<file path="config.mk">
export PLATFORM = sky130hd
export DESIGN_NAME = uart_rx_ctrl
export DESIGN_NICKNAME = d
export VERILOG_FILES = /design/src/rtl/uart_rx_ctrl.sv
export SDC_FILE = /design/constraint.sdc
export NUM_CORES = 1
export LEC_CHECK = 0
export ABC_AREA = 1
export BUFFER_PORTS_ARGS = -buffer_cell sky130_fd_sc_hd__buf_2
export CORE_MARGIN = 2
export CORE_UTILIZATION = 56
export CTS_CLUSTER_DIAMETER = 100
export CTS_CLUSTER_SIZE = 20
export DETAILED_ROUTE_END_ITERATION = 10
export PLACE_DENSITY_LB_ADDON = 0.2
export SLEW_MARGIN = 15
export SYNTH_ARGS = -nofsm -noshare
export SYNTH_HDL_FRONTEND = slang
export SYNTH_SLANG_ARGS = --single-unit
</file>
<file path="constraint.sdc">
create_clock -name i_clk -period 7.68 [get_ports i_clk]
set_clock_uncertainty 0.15 [all_clocks]
set_input_delay 0.768 -clock i_clk [delete_from_list [all_inputs] [get_ports i_clk]]
set_output_delay 0.768 -clock i_clk [all_outputs]
set_load 0.02 [all_outputs]
</file>
<file path="src/rtl/uart_rx_ctrl.sv">
// rtl/uart_rx_ctrl.sv - UART receive controller: frame FSM, config staging, RX FIFO, error status and interrupt
module uart_rx_ctrl #(
  parameter int WIDTH      = 8,
  parameter int DEPTH      = 8,
  parameter int PRSC_WIDTH = 6,
  parameter int TMO_CYC    = 1024
) (
  input  logic                         i_clk,
  input  logic                         i_rst,
  input  logic                         i_serial_data,
  input  logic                         i_rx_valid,
  input  logic                         i_rx_par_err,
  input  logic                         i_rx_stp_err,
  input  logic [WIDTH-1:0]             i_rx_data,
  input  logic                         i_cfg_we,
  input  logic [PRSC_WIDTH-1:0]        i_cfg_prescale,
  input  logic                         i_cfg_par_en,
  input  logic                         i_cfg_par_type,
  output logic [PRSC_WIDTH-1:0]        o_prescale,
  output logic                         o_parity_enable,
  output logic                         o_parity_type,
  input  logic                         i_rd_en,
  output logic [WIDTH-1:0]             o_rd_data,
  output logic                         o_empty,
  output logic                         o_full,
  output logic [$clog2(DEPTH):0]       o_count,
  input  logic [$clog2(DEPTH):0]       i_thresh,
  input  logic                         i_clr_err,
  output logic                         o_par_flag,
  output logic                         o_stp_flag,
  output logic                         o_ovr_flag,
  output logic [7:0]                   o_err_cnt,
  output logic                         o_irq
);

  localparam int AW  = $clog2(DEPTH);
  localparam int CW  = AW + 1;
  localparam int WDW = PRSC_WIDTH + 4;
  localparam int TW  = $clog2(TMO_CYC + 1);
  localparam logic [PRSC_WIDTH-1:0] PRSC_RST = PRSC_WIDTH'(8);

  typedef enum logic {ST_IDLE, ST_RECV} state_t;

  state_t                 state_q, state_d;
  logic [WDW-1:0]         wd_q, wd_d;
  logic [PRSC_WIDTH-1:0]  prsc_q, prsc_d, pend_prsc_q, pend_prsc_d;
  logic                   par_en_q, par_en_d, par_type_q, par_type_d;
  logic                   pend_vld_q, pend_vld_d, pend_par_en_q, pend_par_en_d;
  logic                   pend_par_type_q, pend_par_type_d;
  logic                   frame_err_q, frame_err_d;
  logic [AW-1:0]          wptr_q, wptr_d, rptr_q, rptr_d;
  logic [CW-1:0]          count_q, count_d;
  logic                   par_flag_q, par_flag_d, stp_flag_q, stp_flag_d;
  logic                   ovr_flag_q, ovr_flag_d;
  logic [7:0]             err_cnt_q, err_cnt_d;
  logic [TW-1:0]          tmo_cnt_q, tmo_cnt_d;
  logic                   irq_q, irq_d;
  logic [WIDTH-1:0]       mem_q [DEPTH];

  logic [WDW-1:0] wd_limit, wd_inc;
  logic leave_recv, err_now, err_evt, push_req, do_push, do_pop, ovr_evt;
  logic empty, full, timeout;

  always_comb begin
    state_d         = state_q;
    wd_d            = '0;
    leave_recv      = 1'b0;
    prsc_d          = prsc_q;
    par_en_d        = par_en_q;
    par_type_d      = par_type_q;
    pend_vld_d      = pend_vld_q;
    pend_prsc_d     = pend_prsc_q;
    pend_par_en_d   = pend_par_en_q;
    pend_par_type_d = pend_par_type_q;

    err_now  = i_rx_par_err | i_rx_stp_err;
    wd_limit = {4'b0000, prsc_q} * WDW'(12);
    wd_inc   = wd_q + WDW'(1);

    case (state_q)
      ST_IDLE: begin
        if (!i_serial_data) state_d = ST_RECV;
        if (i_cfg_we) begin
          prsc_d     = i_cfg_prescale;
          par_en_d   = i_cfg_par_en;
          par_type_d = i_cfg_par_type;
        end
      end
      default: begin
        wd_d = wd_inc;
        if (i_rx_valid || err_now || (wd_inc >= wd_limit)) begin
          state_d    = ST_IDLE;
          leave_recv = 1'b1;
        end
        if (i_cfg_we) begin
          pend_vld_d      = 1'b1;
          pend_prsc_d     = i_cfg_prescale;
          pend_par_en_d   = i_cfg_par_en;
          pend_par_type_d = i_cfg_par_type;
        end
        // a write landing on the exit cycle is newer than anything pending
        if (leave_recv) begin
          pend_vld_d = 1'b0;
          if (i_cfg_we) begin
            prsc_d     = i_cfg_prescale;
            par_en_d   = i_cfg_par_en;
            par_type_d = i_cfg_par_type;
          end else if (pend_vld_q) begin
            prsc_d     = pend_prsc_q;
            par_en_d   = pend_par_en_q;
            par_type_d = pend_par_type_q;
          end
        end
      end
    endcase
  end

  always_comb begin
    // frame_err_q marks a frame already charged with an error, so a held indication counts once
    err_evt     = err_now && !frame_err_q;
    frame_err_d = err_now ? 1'b1 :
                  ((state_q == ST_IDLE && !i_serial_data) ? 1'b0 : frame_err_q);
    push_req    = i_rx_valid && !err_now && !frame_err_q;

    empty   = (count_q == '0);
    full    = (count_q == CW'(DEPTH));
    do_pop  = i_rd_en && !empty;
    do_push = push_req && (!full || do_pop);
    ovr_evt = push_req && full && !do_pop;

    wptr_d  = do_push ? wptr_q + AW'(1) : wptr_q;
    rptr_d  = do_pop  ? rptr_q + AW'(1) : rptr_q;
    count_d = count_q;
    if (do_push && !do_pop)      count_d = count_q + CW'(1);
    else if (!do_push && do_pop) count_d = count_q - CW'(1);

    par_flag_d = (par_flag_q & ~i_clr_err) | (err_evt & i_rx_par_err);
    stp_flag_d = (stp_flag_q & ~i_clr_err) | (err_evt & i_rx_stp_err);
    ovr_flag_d = (ovr_flag_q & ~i_clr_err) | ovr_evt;
    err_cnt_d  = err_cnt_q;
    if (i_clr_err)                                  err_cnt_d = (err_evt || ovr_evt) ? 8'd1 : 8'd0;
    else if ((err_evt || ovr_evt) && err_cnt_q != 8'hFF) err_cnt_d = err_cnt_q + 8'd1;

    tmo_cnt_d = tmo_cnt_q;
    if (empty || do_push || do_pop)      tmo_cnt_d = '0;
    else if (tmo_cnt_q != TW'(TMO_CYC))  tmo_cnt_d = tmo_cnt_q + TW'(1);
    timeout = (tmo_cnt_q == TW'(TMO_CYC));

    irq_d = ((count_q >= i_thresh) && (i_thresh != '0)) ||
            par_flag_q || stp_flag_q || ovr_flag_q || timeout;
  end

  always_ff @(posedge i_clk or posedge i_rst) begin
    if (i_rst) begin
      state_q         <= ST_IDLE;
      wd_q            <= '0;
      prsc_q          <= PRSC_RST;
      par_en_q        <= 1'b0;
      par_type_q      <= 1'b0;
      pend_vld_q      <= 1'b0;
      pend_prsc_q     <= '0;
      pend_par_en_q   <= 1'b0;
      pend_par_type_q <= 1'b0;
      frame_err_q     <= 1'b0;
      wptr_q          <= '0;
      rptr_q          <= '0;
      count_q         <= '0;
      par_flag_q      <= 1'b0;
      stp_flag_q      <= 1'b0;
      ovr_flag_q      <= 1'b0;
      err_cnt_q       <= '0;
      tmo_cnt_q       <= '0;
      irq_q           <= 1'b0;
    end else begin
      state_q         <= state_d;
      wd_q            <= wd_d;
      prsc_q          <= prsc_d;
      par_en_q        <= par_en_d;
      par_type_q      <= par_type_d;
      pend_vld_q      <= pend_vld_d;
      pend_prsc_q     <= pend_prsc_d;
      pend_par_en_q   <= pend_par_en_d;
      pend_par_type_q <= pend_par_type_d;
      frame_err_q     <= frame_err_d;
      wptr_q          <= wptr_d;
      rptr_q          <= rptr_d;
      count_q         <= count_d;
      par_flag_q      <= par_flag_d;
      stp_flag_q      <= stp_flag_d;
      ovr_flag_q      <= ovr_flag_d;
      err_cnt_q       <= err_cnt_d;
      tmo_cnt_q       <= tmo_cnt_d;
      irq_q           <= irq_d;
    end
  end

  always_ff @(posedge i_clk) begin
    if (do_push) mem_q[wptr_q] <= i_rx_data;
  end

  assign o_prescale      = prsc_q;
  assign o_parity_enable = par_en_q;
  assign o_parity_type   = par_type_q;
  assign o_rd_data       = empty ? '0 : mem_q[rptr_q];
  assign o_empty         = empty;
  assign o_full          = full;
  assign o_count         = count_q;
  assign o_par_flag      = par_flag_q;
  assign o_stp_flag      = stp_flag_q;
  assign o_ovr_flag      = ovr_flag_q;
  assign o_err_cnt       = err_cnt_q;
  assign o_irq           = irq_q;

endmodule

</file>
# After elaboration in Yosys (flattened, before gate mapping)
# Memories as Yosys holds them, arrays and structs flattened.
# Cells that the tools add are included.
# op_classes
addsub,7
n_mul,1
div_mod_pow,0
order_cmp,2
n_eq_ne,6
n_shift,0
muxes,35
n_bitwise,11
reduce_logical,40
# ops
cell,n
$mux W6,5
$mux W8,3
$mux W1,22
$mux W11,2
$logic_and A1 B1 Y1,12
$reduce_bool A2 Y1,6
$add A11 B1 Y11 const B,1
$eq A11 B11 Y1 const B,1
$ne A11 B11 Y1 const B,1
$add A10 B1 Y10 const B,1
$ge A10 B10 Y1,1
$logic_or A1 B1 Y1,10
$mux W10,1
$add A8 B1 Y8 const B,1
$mul A6 B2 Y8 const B,1
$mux W4,2
$ne A8 B8 Y1 const B,1
$logic_not A1 Y1,7
$add A3 B1 Y3 const B,2
$and A1 B1 Y1,5
$add A4 B1 Y4 const B,1
$eq A4 B4 Y1 const B,1
$ge A4 B4 Y1,1
$logic_not A4 Y1,1
other kinds (8),13
# word_totals
regBits,62
latchBits,0
mem_bits_rw,64
mem_bits_ro,0
wordCells,122
memories,1
# memory_table
memory,words,word_bits,rd,rd_clocked_by_memory_dff,write_ports,line,rtl
mem_q,8,8,1,0,1,58,logic [WIDTH-1:0] mem_q [DEPTH];

# Longest topological paths before layout
# Gate-level depths: netlist of run 1.
# depth
ltp_word,10
ltp_mapped,17

# Least setup slack after synthesis of run 1
# OpenSTA, ideal clock, no wires.
# synth_path
path_kind,flip-flop to flip-flop
from,"register prsc_q[1], in the netlist o_prescale[1]"
to,"register prsc_q[5], in the netlist o_prescale[5]"
setup_time_ps,66
t_arrival_ps,2573
required_time_ps,7464
path_slack_ps,4891
stages_incl_launch_ff,17
synth_period_minus_slack_ps,2789
path_cell_list,dfrtp_1 ha_1 inv_1 fa_1 nand3b_1 and2_1 inv_1 a21oi_1 ha_1 nand2_1 inv_1 and3_1 nor2_2 nand3_4 nand2_4 nand2_1 nand2_1
# synth_via
elab_chain_cells,7
elab_cells_between_ends,8
classes_between,mul (1); order compare (1); eq/ne (2); mux (2); reduce/logical (2)
# synth_lines
item,line,rtl
from (decl),46,"logic [PRSC_WIDTH-1:0] prsc_q, prsc_d, pend_prsc_q, pend_prsc_d;"
from (signal assigned),177,prsc_q <= prsc_d;
$mul A6 B2 Y8 *,77,"wd_limit = {4'b0000, prsc_q} * WDW'(12);"
$ge A10 B10 Y1 *,91,if (i_rx_valid || err_now || (wd_inc >= wd_limit)) begin
$logic_or A1 B1 Y1 *,91,
$mux W1 *,91,
$mux W1 *,80,case (state_q)
$ne A3 B3 Y1 (no line) / $ne A2 B1 Y1 (equally long branches),--,
$reduce_and A3 Y1 (no line) *,--,
# Mark *: on every way between the ends. The rest lies on a longest branch, timed or not. The select of a mux whose other input is x is not followed.
# A chain may end at the register's enable or synchronous reset.

# Worst setup path after layout of run 1
# layout_path
from,register rptr_q[0]
to,output port o_rd_data[1]
# layout_via
elab_chain_cells,2
# layout_lines
item,line,rtl
from (decl),51,"logic [AW-1:0] wptr_q, wptr_d, rptr_q, rptr_d;"
from (signal assigned),186,rptr_q <= rptr_d;
$mem_v2 Z8 W8,--,
$mux W8,204,assign o_rd_data = empty ? '0 : mem_q[rptr_q];
to (decl),23,"output logic [WIDTH-1:0] o_rd_data,"
# Every way passes these cells.

==> results by group, run 1 <==
Place
  • Post-Place Worst Slack: 4.50 ns
  • Placed inst area: 0.00671 sq mm
  • Final HPWL DP: 8960 um
  • Inst Count DP: 836
  • Buffers on Ports: 62
  • Placer Congestion: 0.848

Final layout
  • Final core utilization: 67.1%
  • Commonest non-fill, non-tap cell in the layout: nor2_1
  • Non-filler cells in the finished layout: 868
  • Post-route cell area: 0.00730 sq mm
  • Share of layout cells above drive strength 1: 17.7%
  • Antenna cells: 0
  • Syn-to-layout area delta: 16.1%
  • Nets: 774
  • Most frequent cells in the layout: nor2_1, nand2_1, inv_1, edfxtp_1, buf_2

STA
  • Hold_ws: 0.313 ns
  • Fin. Hold Viols: 0
  • Setup ws final: 3.93 ns
  • Slew headroom: 31.8%
  • Final setup viols: 0
  • Setup TNS: 0 ns
  • RSZ-0062 raised after global routing: false
  • Final period utilization: 48.9%
  • Worst slew pin tran: 1.02 ns
  • Min Tclk post-route: 3.75 ns
  • Fin. max-slew vios: 0
  • Max frequency: 0.266 GHz

Logic synthesis
  • Number of synthesized flops with an enable pin: 64
  • Syn Inst Count: 648
  • Ys Warns: 0
  • Syn Nets: 707
  • Count of unique library cells instantiated by Yosys: 50
  • Mean post-synth cell area: 9.71 sq um
  • Async SR Flop Fraction: 49.2%
  • Area of the mapped netlist: 0.00629 sq mm
  • Seq/Total Area, Yosys: 55.2%
  • Synth Register Bits: 126
  • Main synth FF type: edfxtp_1

Floorplan
  • Row cnt: 38
  • Die area: 0.0121 sq mm
  • Die Wd: 110 um
  • CORE AREA: 0.0109 sq mm
  • Top-level I/O count: 63
  • Initial Util: 57.8%
  • Die H: 110 um

Worst setup path
  • Crit path launch type: register
  • Setup crit start: rptr_q[0]
  • Setup crit end kind: output port
  • Reg2reg path depth: 17
  • Worst reg2reg endpoint: o_prescale[2]
  • Arrival time at the worst endpoint: 2.84 ns
  • Crit path kind: register to output port
  • Req. time, crit path: 6.76 ns
  • CP Max Fanout: 34
  • FF-to-FF Start: o_prescale[0]
  • R2r setup slk: 4.69 ns

Power and ir drop
  • Leakage: 3.35 nW
  • Total Power: 2.30 mW
  • Comb power frac: 28.0%
  • Share of power burned in registers: 37.5%
  • Power Density: 315 mW/mm^2
  • Int Power: 1.50 mW
  • NetSw: 0.792 mW
  • Worst vdd ir: 0.185 mV
  • Switching Share: 34.5%
  • Clock share of power: 34.5%

GRT
  • Largest net degree at the start of global routing: 63
  • Antenna violations before repair: 0
  • Number of global-route vias before repair: 4607
  • Grt ovf: 0
  • Tot GR Track Use: 23.7%
  • First-pass GRT wire length: 21500 um

Route
  • Via Count: 4668
  • Initial drt markers: 357
  • WL/cell: 15.1 um
  • First-pass detailed-route iteration total: 5
  • Routed Antenna Nets: 0
  • Residual DRC count: 0
  • Routed vias/inst: 5.38
  • DRT Wirelength: 13100 um

Clocking
  • CTS sink cnt: 126
  • Clk root buf: clkbuf_8
  • Clock Latency Late Sink: 0.52 ns
  • CTS Buf Count: 17
  • Cts hold-fix bufs: 0
  • H-tree depth: 4
  • Setup Buffers After CTS: 0
  • Clock tree buffer depth: 2
  • CTS tree: yes
  • Worst-path clk slew: 0.06 ns
  • Post-CTS Resized: 0

Outcome
  • Status: completed

Run
  • Max_cap viols: 0

Worst hold path
  • Hold/Removal Path Class: input port to async pin
-- critical path: stages (launching register included) --
cell and delay [ns]:
dfrtp_1 1.01, inv_2 0.47, o21ai_0 0.27, o21ai_1 0.08, o21ai_0 0.19, a31oi_1 0.09
buf_2 0.21
-- flip-flops by register name, indices dropped and copies added, names as in the netlist, 3 cells and up --
register	flops
pend_prsc_q	6
wd_q	10
mem_q	64
o_err_cnt	8
wptr_q	3
o_count	4
rptr_q	3
o_prescale	6
tmo_cnt_q	11
-- synthesized netlist by cell type (2+ instances only) --
cell type / instances / area [sq um]
nor2_1: 95 / 357
dfrtp_1: 61 / 1530
fa_1: 2 / 40.0
a21oi_1: 24 / 120
o21ai_2: 3 / 26.3
ha_1: 28 / 350
buf_4: 2 / 15.0
nor2_2: 2 / 12.5
nand2_1: 90 / 338
a31oi_1: 8 / 50.1
nor3_2: 6 / 60.1
nand2_4: 3 / 33.8
inv_1: 74 / 278
xnor2_1: 6 / 52.6
nand3_4: 2 / 35.0
nand4_1: 9 / 56.3
a31o_2: 2 / 17.5
edfxtp_1: 64 / 1920
o21ai_0: 60 / 300
nand3_1: 26 / 130
a22o_1: 2 / 17.5
o21ai_1: 9 / 45.0
buf_2: 11 / 55.1
xor2_1: 16 / 140
nor2_4: 2 / 22.5
nor4_1: 3 / 18.8
nand2_2: 2 / 12.5
clkinv_1: 3 / 11.3
clkbuf_1: 2 / 7.51
nor3_1: 10 / 50.1
inv_2: 2 / 7.51
-- power by group through the flow --
| stage | clock [mW] | combinational [mW] | sequential, mW |
|---|---|---|---|
| global route | 0.832 | 0.732 | 0.875 |
| CTS | 0.805 | 0.647 | 0.862 |
| finish | 0.793 | 0.642 | 0.861 |
| detailed placement | 0 | 0.640 | 0.873 |
| floorplan | 0 | 0.494 | 0.847 |
| global placement | 0 | 0.613 | 0.868 |
-- cell type report --
cell class | instances | area (sq um)
Timing Repair Buffer | 65 | 333
Sequential cell | 126 | 3470
Clock inverter | 11 | 143
Multi-Input combinational cell | 424 | 2420
Tap cell | 140 | 175
Fill cell | 820 | 3590
Clock buffer | 21 | 449
Inverter | 81 | 308
-- layer usage --
metal  GRT usage [%]  vias up  routed length [um]
met5               0        -                   0
li1                -     2313                   -
met2            38.1      130                6410
met3            6.35       31                 712
met4            11.3        0                 310
met1            29.9     2194                5670
-- worst max-delay path by stage --
stage / endpoint / slack (ns) / depth (start not counted)
3_5_place_dp: o_rd_data[7] / 4.50 / 6
2_1_floorplan: o_prescale[5] / 4.89 / 16
6_report: o_rd_data[1] / 3.93 / 6
5_1_grt: o_rd_data[7] / 3.64 / 6
4_1_cts: o_rd_data[1] / 3.93 / 6
3_3_place_gp: o_rd_data[1] / 4.63 / 6
-- cells by family after synthesis --
group | after synthesis | synth area share, %
simple gates | 256 | 18.9
flops | 126 | 55.2
compound gates | 116 | 10.2
buf+inv | 98 | 6.39
fa+ha+maj | 30 | 6.21
xor+xnor | 22 | 3.06
(Power assumes the default switching activity.)
==> run 2: changes to the inputs <==
--- a/config.mk
+++ b/config.mk
@@ -5,10 +5,10 @@
 export SDC_FILE = /design/constraint.sdc
 export NUM_CORES = 1
 export LEC_CHECK = 0
-export ABC_AREA = 1
+export ABC_AREA = 0
 export BUFFER_PORTS_ARGS = -buffer_cell sky130_fd_sc_hd__buf_2
 export CORE_MARGIN = 2
-export CORE_UTILIZATION = 56
+export CORE_UTILIZATION = 53
 export CTS_CLUSTER_DIAMETER = 100
 export CTS_CLUSTER_SIZE = 20
 export DETAILED_ROUTE_END_ITERATION = 10
==> constraint.sdc (replaced) <==
create_clock -name i_clk -period 3.05 [get_ports i_clk]
set_clock_uncertainty 0.15 [all_clocks]
set_input_delay 0.305 -clock i_clk [delete_from_list [all_inputs] [get_ports i_clk]]
set_output_delay 0.305 -clock i_clk [all_outputs]
set_load 0.02 [all_outputs]
==> run 2 against run 1 <==
The run now ends with negative setup slack left. Wire length is 6.7% lower. Synthesized cell count is 34% lower. Critical path depth is 8 higher. Critical path type is now register to register. Critical endpoint is now o_parity_enable. Largest power group unchanged.
==> results by group, run 2 <==
Outcome
  • Status: complete, but fails checks
  • Failing checks: negative setup slack

Logic synthesis
  • Area of the mapped netlist: 0.00588 sq mm
  • Mean post-synth cell area: 13.7 sq um
  • Synth Register Bits: 126
  • Main synth FF type: edfxtp_1
  • Most numerous cell in the Yosys netlist: edfxtp_1
  • Count of unique library cells instantiated by Yosys: 47
  • Syn Inst Count: 428
  • Number of synthesized flops with an enable pin: 64
  • Yosys top cell by area: edfxtp_1
  • Ys Warns: 0
  • Seq/Total Area, Yosys: 59.1%
  • Async SR Flop Fraction: 49.2%
  • Synth top cells by count: edfxtp_1, dfrtp_1, nor2_1
  • Synth area leaders: edfxtp_1, dfrtp_1, mux4_2
  • Syn Nets: 487
  • Synth top area share: 32.7%

Route
  • Initial drt markers: 145
  • First-pass detailed-route iteration total: 4
  • Via Count: 3832
  • Metal-1 WL: 5130 um
  • Met2 WL post-DR: 6400 um
  • WL met3: 555 um
  • Residual DRC count: 0
  • Highest routed layer: met4
  • Routed Antenna Nets: 0
  • Routed vias/inst: 5.44
  • DRT Wirelength: 12200 um
  • WL/cell: 17.4 um

Power and ir drop
  • Leakage: 3.18 nW
  • Power Density: 775 mW/mm^2
  • Total Power: 5.81 mW
  • Worst vdd ir: 0.508 mV

Clocking
  • Worst-path clk slew: 0.06 ns
  • CTS sink cnt: 126
  • CTS tree: yes
  • Clk root buf: clkbuf_8
  • H-tree depth: 4
  • CTS Buf Count: 17
  • Clock Latency Late Sink: 0.52 ns
  • Clock tree buffer depth: 2

Floorplan
  • Die area: 0.0119 sq mm
  • CORE AREA: 0.0108 sq mm
  • Initial Util: 54.2%
  • Row cnt: 38
  • Die Wd: 109 um
  • Die H: 109 um
  • Top-level I/O count: 63

STA
  • Final setup viols: 4
  • Fin. Hold Viols: 0
  • Slew headroom: 49.8%
  • RSZ-0062 raised after global routing: true
  • Final period utilization: 101%
  • Setup ws final: -0.0174 ns
  • Worst slew pin tran: 0.753 ns
  • Fin. max-slew vios: 0
  • Max frequency: 0.326 GHz
  • Min Tclk post-route: 3.07 ns

Worst setup path
  • Crit path launch type: register
  • Req. time, crit path: 3.31 ns
  • Slowest Stage Delay on Critical Path: 0.42 ns
  • CP Max Fanout: 7
  • CP max stage cell: dfrtp_2
  • Crit path kind: register to register
  • Worst Path Buf+Inv: 2
  • R2r setup slk: -0.02 ns
  • Reg2reg path depth: 14
  • Crit-path leading delay family: adder cells
  • Critical-path cell list: ha_4 -> inv_2 -> fa_2 -> nor2b_1 -> o21ai_1 -> nand2b_1 -> xor2_1 -> ha_1 -> a21oi_2 -> o211a_1 -> and2_4 -> a21oi_4 -> buf_12 -> mux2_4
  • Setup crit end kind: register
  • FF-to-FF Start: o_prescale[1]
  • Arrival time at the worst endpoint: 3.33 ns
  • Worst reg2reg endpoint: o_parity_enable

Final layout
  • Most frequent cells in the layout: edfxtp_1, buf_2, dfrtp_1, nor2_1, buf_4
  • Register area: 0.00348 sq mm
  • Antenna cells: 0
  • Final core utilization: 69.1%
  • Fillcell total: 778
  • Max reg flops: 64
  • Top Registers: mem_q x64, tmo_cnt_q x11, wd_q x10
  • Biggest register: mem_q
  • Multi-input gate area: 0.00240 sq mm
  • Share of layout cells above drive strength 1: 32.8%
  • Nets: 610
  • Post-route cell area: 0.00749 sq mm
  • Commonest non-fill, non-tap cell in the layout: edfxtp_1
  • Syn-to-layout area delta: 27.5%

Run
  • Max_cap viols: 0

GRT
  • First-pass GRT wire length: 19300 um
  • Antenna violations before repair: 0
  • Grt ovf: 0
  • Largest net degree at the start of global routing: 38
  • Tot GR Track Use: 22.0%
  • Number of global-route vias before repair: 3908

Place
  • Placer Congestion: 0.762
  • Final HPWL DP: 8110 um
  • Placed inst area: 0.00653 sq mm
  • Post-Place Worst Slack: -0.0618 ns
  • Buffers on Ports: 62

Worst hold path
  • Hold endpoint: pend_vld_q
  • Hold/Removal Path Class: input port to register
  • Hold Path Depth: 5
  • Worst hold path startpoint: i_rx_valid
==> run 2: cell types whose count changed in the layout (fill, tap and decap cells not counted), moves of 11 or more <==
| cell | delta |
|---|---|
| a21oi_1 | -15 |
| buf_4 | +25 |
| dlygate4sd3_1 | +24 |
| inv_1 | -57 |
| mux2_2 | +17 |
| mux2i_1 | +14 |
| mux4_2 | +16 |
| nand2_1 | -68 |
| nand3_1 | -11 |
| nor2_1 | -61 |
| o21ai_0 | -55 |
| xnor2_1 | +14 |
==> run 2: worst max-delay path by stage <==
stage,depth (start not counted),to,from
2_1_floorplan,12,o_prescale[0],o_prescale[1]
3_3_place_gp,12,o_prescale[0],o_prescale[1]
3_5_place_dp,12,o_parity_enable,o_prescale[1]
4_1_cts,13,o_prescale[5],o_prescale[1]
5_1_grt,13,o_parity_enable,o_prescale[2]
6_report,14,o_parity_enable,o_prescale[1]
==> run 2: worst reg2reg max path: stages (launching register included) <==
cell and delay [ns]:
dfrtp_2 0.42, ha_4 0.15, inv_2 0.04, fa_2 0.38, nor2b_1 0.14, o21ai_1 0.09, nand2b_1 0.13, xor2_1 0.09
ha_1 0.31, a21oi_2 0.06, o211a_1 0.23, and2_4 0.18, a21oi_4 0.14, buf_12 0.14, mux2_4 0.30
==> run 2: what timing repair did <==
action,4_1_cts,5_1_grt
hold endpoints to repair,149,0
gates resized for setup,4,17
setup endpoints to repair,7,9
hold buffers,24,0
pin swaps,5,16
setup buffers,1,2
==> run 2: per-layer routing <==
layer / vias to the layer above / GRT usage, %
met3: 11 / 5.87
met4: 0 / 7.59
li1: 1822 / -
met1: 1907 / 26.2
met5: - / 0
met2: 92 / 38.6
==> run 2: cells by family (layout without fill, tap and decap cells) <==
logic type / Yosys count / after routing / synth area share, %
flops: 126 / 126 / 59.1
simple gates: 119 / 119 / 10.2
mux: 51 / 51 / 12.5
fa+ha+maj: 30 / 30 / 6.64
xor+xnor: 31 / 31 / 4.62
compound gates: 42 / 42 / 4.96
buf+inv: 29 / 165 / 1.89
==> run 2: stage by stage <==
step	setup TNS, ns	instances	hold slack [ns]
2_1_floorplan	0	428	0.251
3_3_place_gp	0	645	0.0668
3_5_place_dp	-0.227	645	0.0683
4_1_cts	0	702	0.0473
5_1_grt	-0.737	704	0.0893
6_report	-0.0378	704	0.0736
==> run 2: area by class of cell <==
type	instances	share of cell area [%]
Tap cell	140	2.34
Clock buffer	20	5.68
Clock inverter	12	2.25
Multi-Input combinational cell	273	32.0
Sequential cell	126	46.4
Inverter	18	0.902
Timing Repair Buffer	115	10.4
==> run 2: power breakdown <==
| part | leakage [nW] | internal, mW | total [mW] | switching, mW |
|---|---|---|---|---|
| Sequential | 1.37 | 1.93 | 2.11 | 0.183 |
| Clock | 0.278 | 1.32 | 2.04 | 0.717 |
| Combinational | 1.54 | 0.826 | 1.66 | 0.838 |
==> run 3: changes to the inputs <==
--- a/config.mk
+++ b/config.mk
@@ -7,8 +7,10 @@
 export LEC_CHECK = 0
 export ABC_AREA = 0
 export BUFFER_PORTS_ARGS = -buffer_cell sky130_fd_sc_hd__buf_2
+export CELL_PAD_IN_SITES_DETAIL_PLACEMENT = 0
+export CELL_PAD_IN_SITES_GLOBAL_PLACEMENT = 1
 export CORE_MARGIN = 2
-export CORE_UTILIZATION = 53
+export CORE_UTILIZATION = 44
 export CTS_CLUSTER_DIAMETER = 100
 export CTS_CLUSTER_SIZE = 20
 export DETAILED_ROUTE_END_ITERATION = 10
==> run 3 against run 2 <==
The run now ends clean. Utilization shrank 12 points. Clock-buffer cell count shrank 2. Combinational power fell by 3%. Total power rose by 2.2%. Critical path depth unchanged. Non-clock buffer count down 9. Cell count grew 3.8%. Fmax up 2.1%. Die area increased by 20%. Wire length shrank 3.6%. Sequential power hardly changed. Setup slack better by 0.063 ns. Critical path type unchanged. Largest cell class unchanged.
==> results by group, run 3 (synthesis results as in run 2) <==
Place
  • Final HPWL DP: 7980 um
  • Placer Congestion: 0.778
  • Inst Count DP: 678
  • Buffers on Ports: 62

GRT
  • Tot GR Track Use: 18.3%
  • Antenna violations before repair: 0
  • Largest net degree at the start of global routing: 47
  • Number of global-route vias before repair: 3949
  • First-pass GRT wire length: 19900 um
  • Grt ovf: 0

Floorplan
  • CORE AREA: 0.0131 sq mm
  • Die area: 0.0143 sq mm
  • Initial Util: 44.7%
  • Die Wd: 120 um
  • Row cnt: 42
  • Die H: 120 um
  • Top-level I/O count: 63

Worst setup path
  • Slowest Stage Delay on Critical Path: 0.43 ns
  • CP max stage cell: dfrtp_2
  • CP Max Fanout: 8
  • Crit-path leading delay family: adder cells
  • Crit path launch type: register
  • Worst Path Buf+Inv: 2
  • FF-to-FF Start: o_prescale[1]
  • Setup crit start: o_prescale[1]
  • Arrival time at the worst endpoint: 3.16 ns
  • Crit path kind: register to register
  • Setup crit end kind: register
  • Critical-path cell list: ha_4 -> inv_2 -> fa_2 -> nor2b_1 -> o21ai_1 -> nand2b_1 -> xor2_1 -> ha_1 -> a21oi_2 -> o211a_1 -> and2_4 -> a21oi_4 -> buf_12 -> mux2_4
  • Req. time, crit path: 3.20 ns

STA
  • Final period utilization: 98.5%
  • Slew headroom: 36.0%
  • Final setup viols: 0
  • Fin. max-slew vios: 0
  • Min Tclk post-route: 3.00 ns
  • Max frequency: 0.333 GHz
  • RSZ-0062 raised after global routing: true
  • Worst slew pin tran: 0.959 ns
  • Fin. Hold Viols: 0

Worst hold path
  • Hold/Removal Path Class: input port to register
  • Worst hold path startpoint: i_rx_data[6]

Clocking
  • Clk root buf: clkbuf_16
  • Clock tree buffer depth: 2
  • H-tree depth: 4
  • CTS Buf Count: 17
  • CTS tree: yes
  • Clock Latency Late Sink: 0.42 ns
  • Worst-path clk slew: 0.06 ns
  • CTS sink cnt: 126

Power and ir drop
  • Worst vdd ir: 0.368 mV
  • Leakage: 3.16 nW
  • Power Density: 793 mW/mm^2
  • Total Power: 5.94 mW

Route
  • Initial drt markers: 199
  • First-pass detailed-route iteration total: 4
  • Via Count: 3744
  • Routed vias/inst: 5.12
  • Routed Antenna Nets: 0
  • Residual DRC count: 0
  • DRT Wirelength: 11800 um
  • WL/cell: 16.1 um

Final layout
  • Commonest non-fill, non-tap cell in the layout: edfxtp_1
  • Biggest register: mem_q
  • Fillcell total: 1103
  • Non-filler cells in the finished layout: 731
  • Max reg flops: 64
  • Share of layout cells above drive strength 1: 32.6%
  • Top Registers: mem_q x64, tmo_cnt_q x11, wd_q x10
  • Most frequent cells in the layout: edfxtp_1, buf_2, dfrtp_1, nor2_1, ha_1
  • Syn-to-layout area delta: 27.3%
  • Nets: 601
  • Antenna cells: 0

Run
  • Max_cap viols: 0

Outcome
  • Status: completed
## run 3: changes by cell type in the layout (fill, tap and decap cells not counted), sizes merged
cell         change
buf              -3
bufinv           +1
clkbuf           -2
clkinv           -1
dlygate4sd3      -6
inv              +2
## run 3: path summary, 6_finish.rpt
check | end | slack (ns) | depth (start not counted)
setup / recovery | o_parity_type | 0.05 | 14
hold / removal | mem_q[4][6] | 0.02 | 1
setup reg to reg | o_parity_type | 0.05 | 14
hold reg to reg | pend_prsc_q[2] | 0.35 | 1
max in group asynchronous | o_count[3] | 1.47 | 4
min in group asynchronous | o_parity_type | 0.52 | 3
## run 3: where the power goes
| part | switching (mW) | total [mW] | internal [mW] |
|---|---|---|---|
| Clock | 0.749 | 2.20 | 1.45 |
| Sequential | 0.210 | 2.13 | 1.92 |
| Combinational | 0.796 | 1.61 | 0.810 |
| Total | 1.75 | 5.94 | 4.18 |
## run 3: what timing repair did
item | 4_1_cts | 5_1_grt
setup endpoints to repair | 4 | 8
hold buffers | 18 | 0
pin swaps | 2 | 9
resized for setup | 3 | 16
setup buffers | 1 | 2
endpoints found under the hold margin | 50 | 0
## run 3: final cells by class
cell class | instances | area [sq um] | area share [%]
flip-flops and latches | 126 | 3480 | 46.5
clock buffers | 18 | 429 | 5.73
clock inverters | 14 | 214 | 2.86
repair buffers | 106 | 702 | 9.38
multi-input cells | 273 | 2370 | 31.7
well taps | 176 | 220 | 2.94
inverters | 18 | 67.6 | 0.903
## run 3: per-layer routing
layer / up-vias / wire length (um) / track usage [%]
li1: 1805 / - / -
met1: 1859 / 5460 / 24.1
met2: 72 / 5740 / 29.3
met3: 8 / 470 / 4.66
met4: 0 / 106 / 7.06
met5: - / 0 / 0
## run 3: per-stage QoR
stage          hold slack, ns  utilization, %  setup TNS (ns)  worst slack [ns]  area [sq um]
2_1_floorplan           0.251               -               0           0.00268          5890
4_1_cts               0.00849            56.4               0          0.000766          7410
6_report               0.0162            57.0               0            0.0455          7480
3_5_place_dp            0.343            50.0         -0.0547           -0.0209          6570
3_3_place_gp            0.336            50.0         -0.0205          -0.00662          6570
5_1_grt                0.0225            57.0          -0.763            -0.115          7480
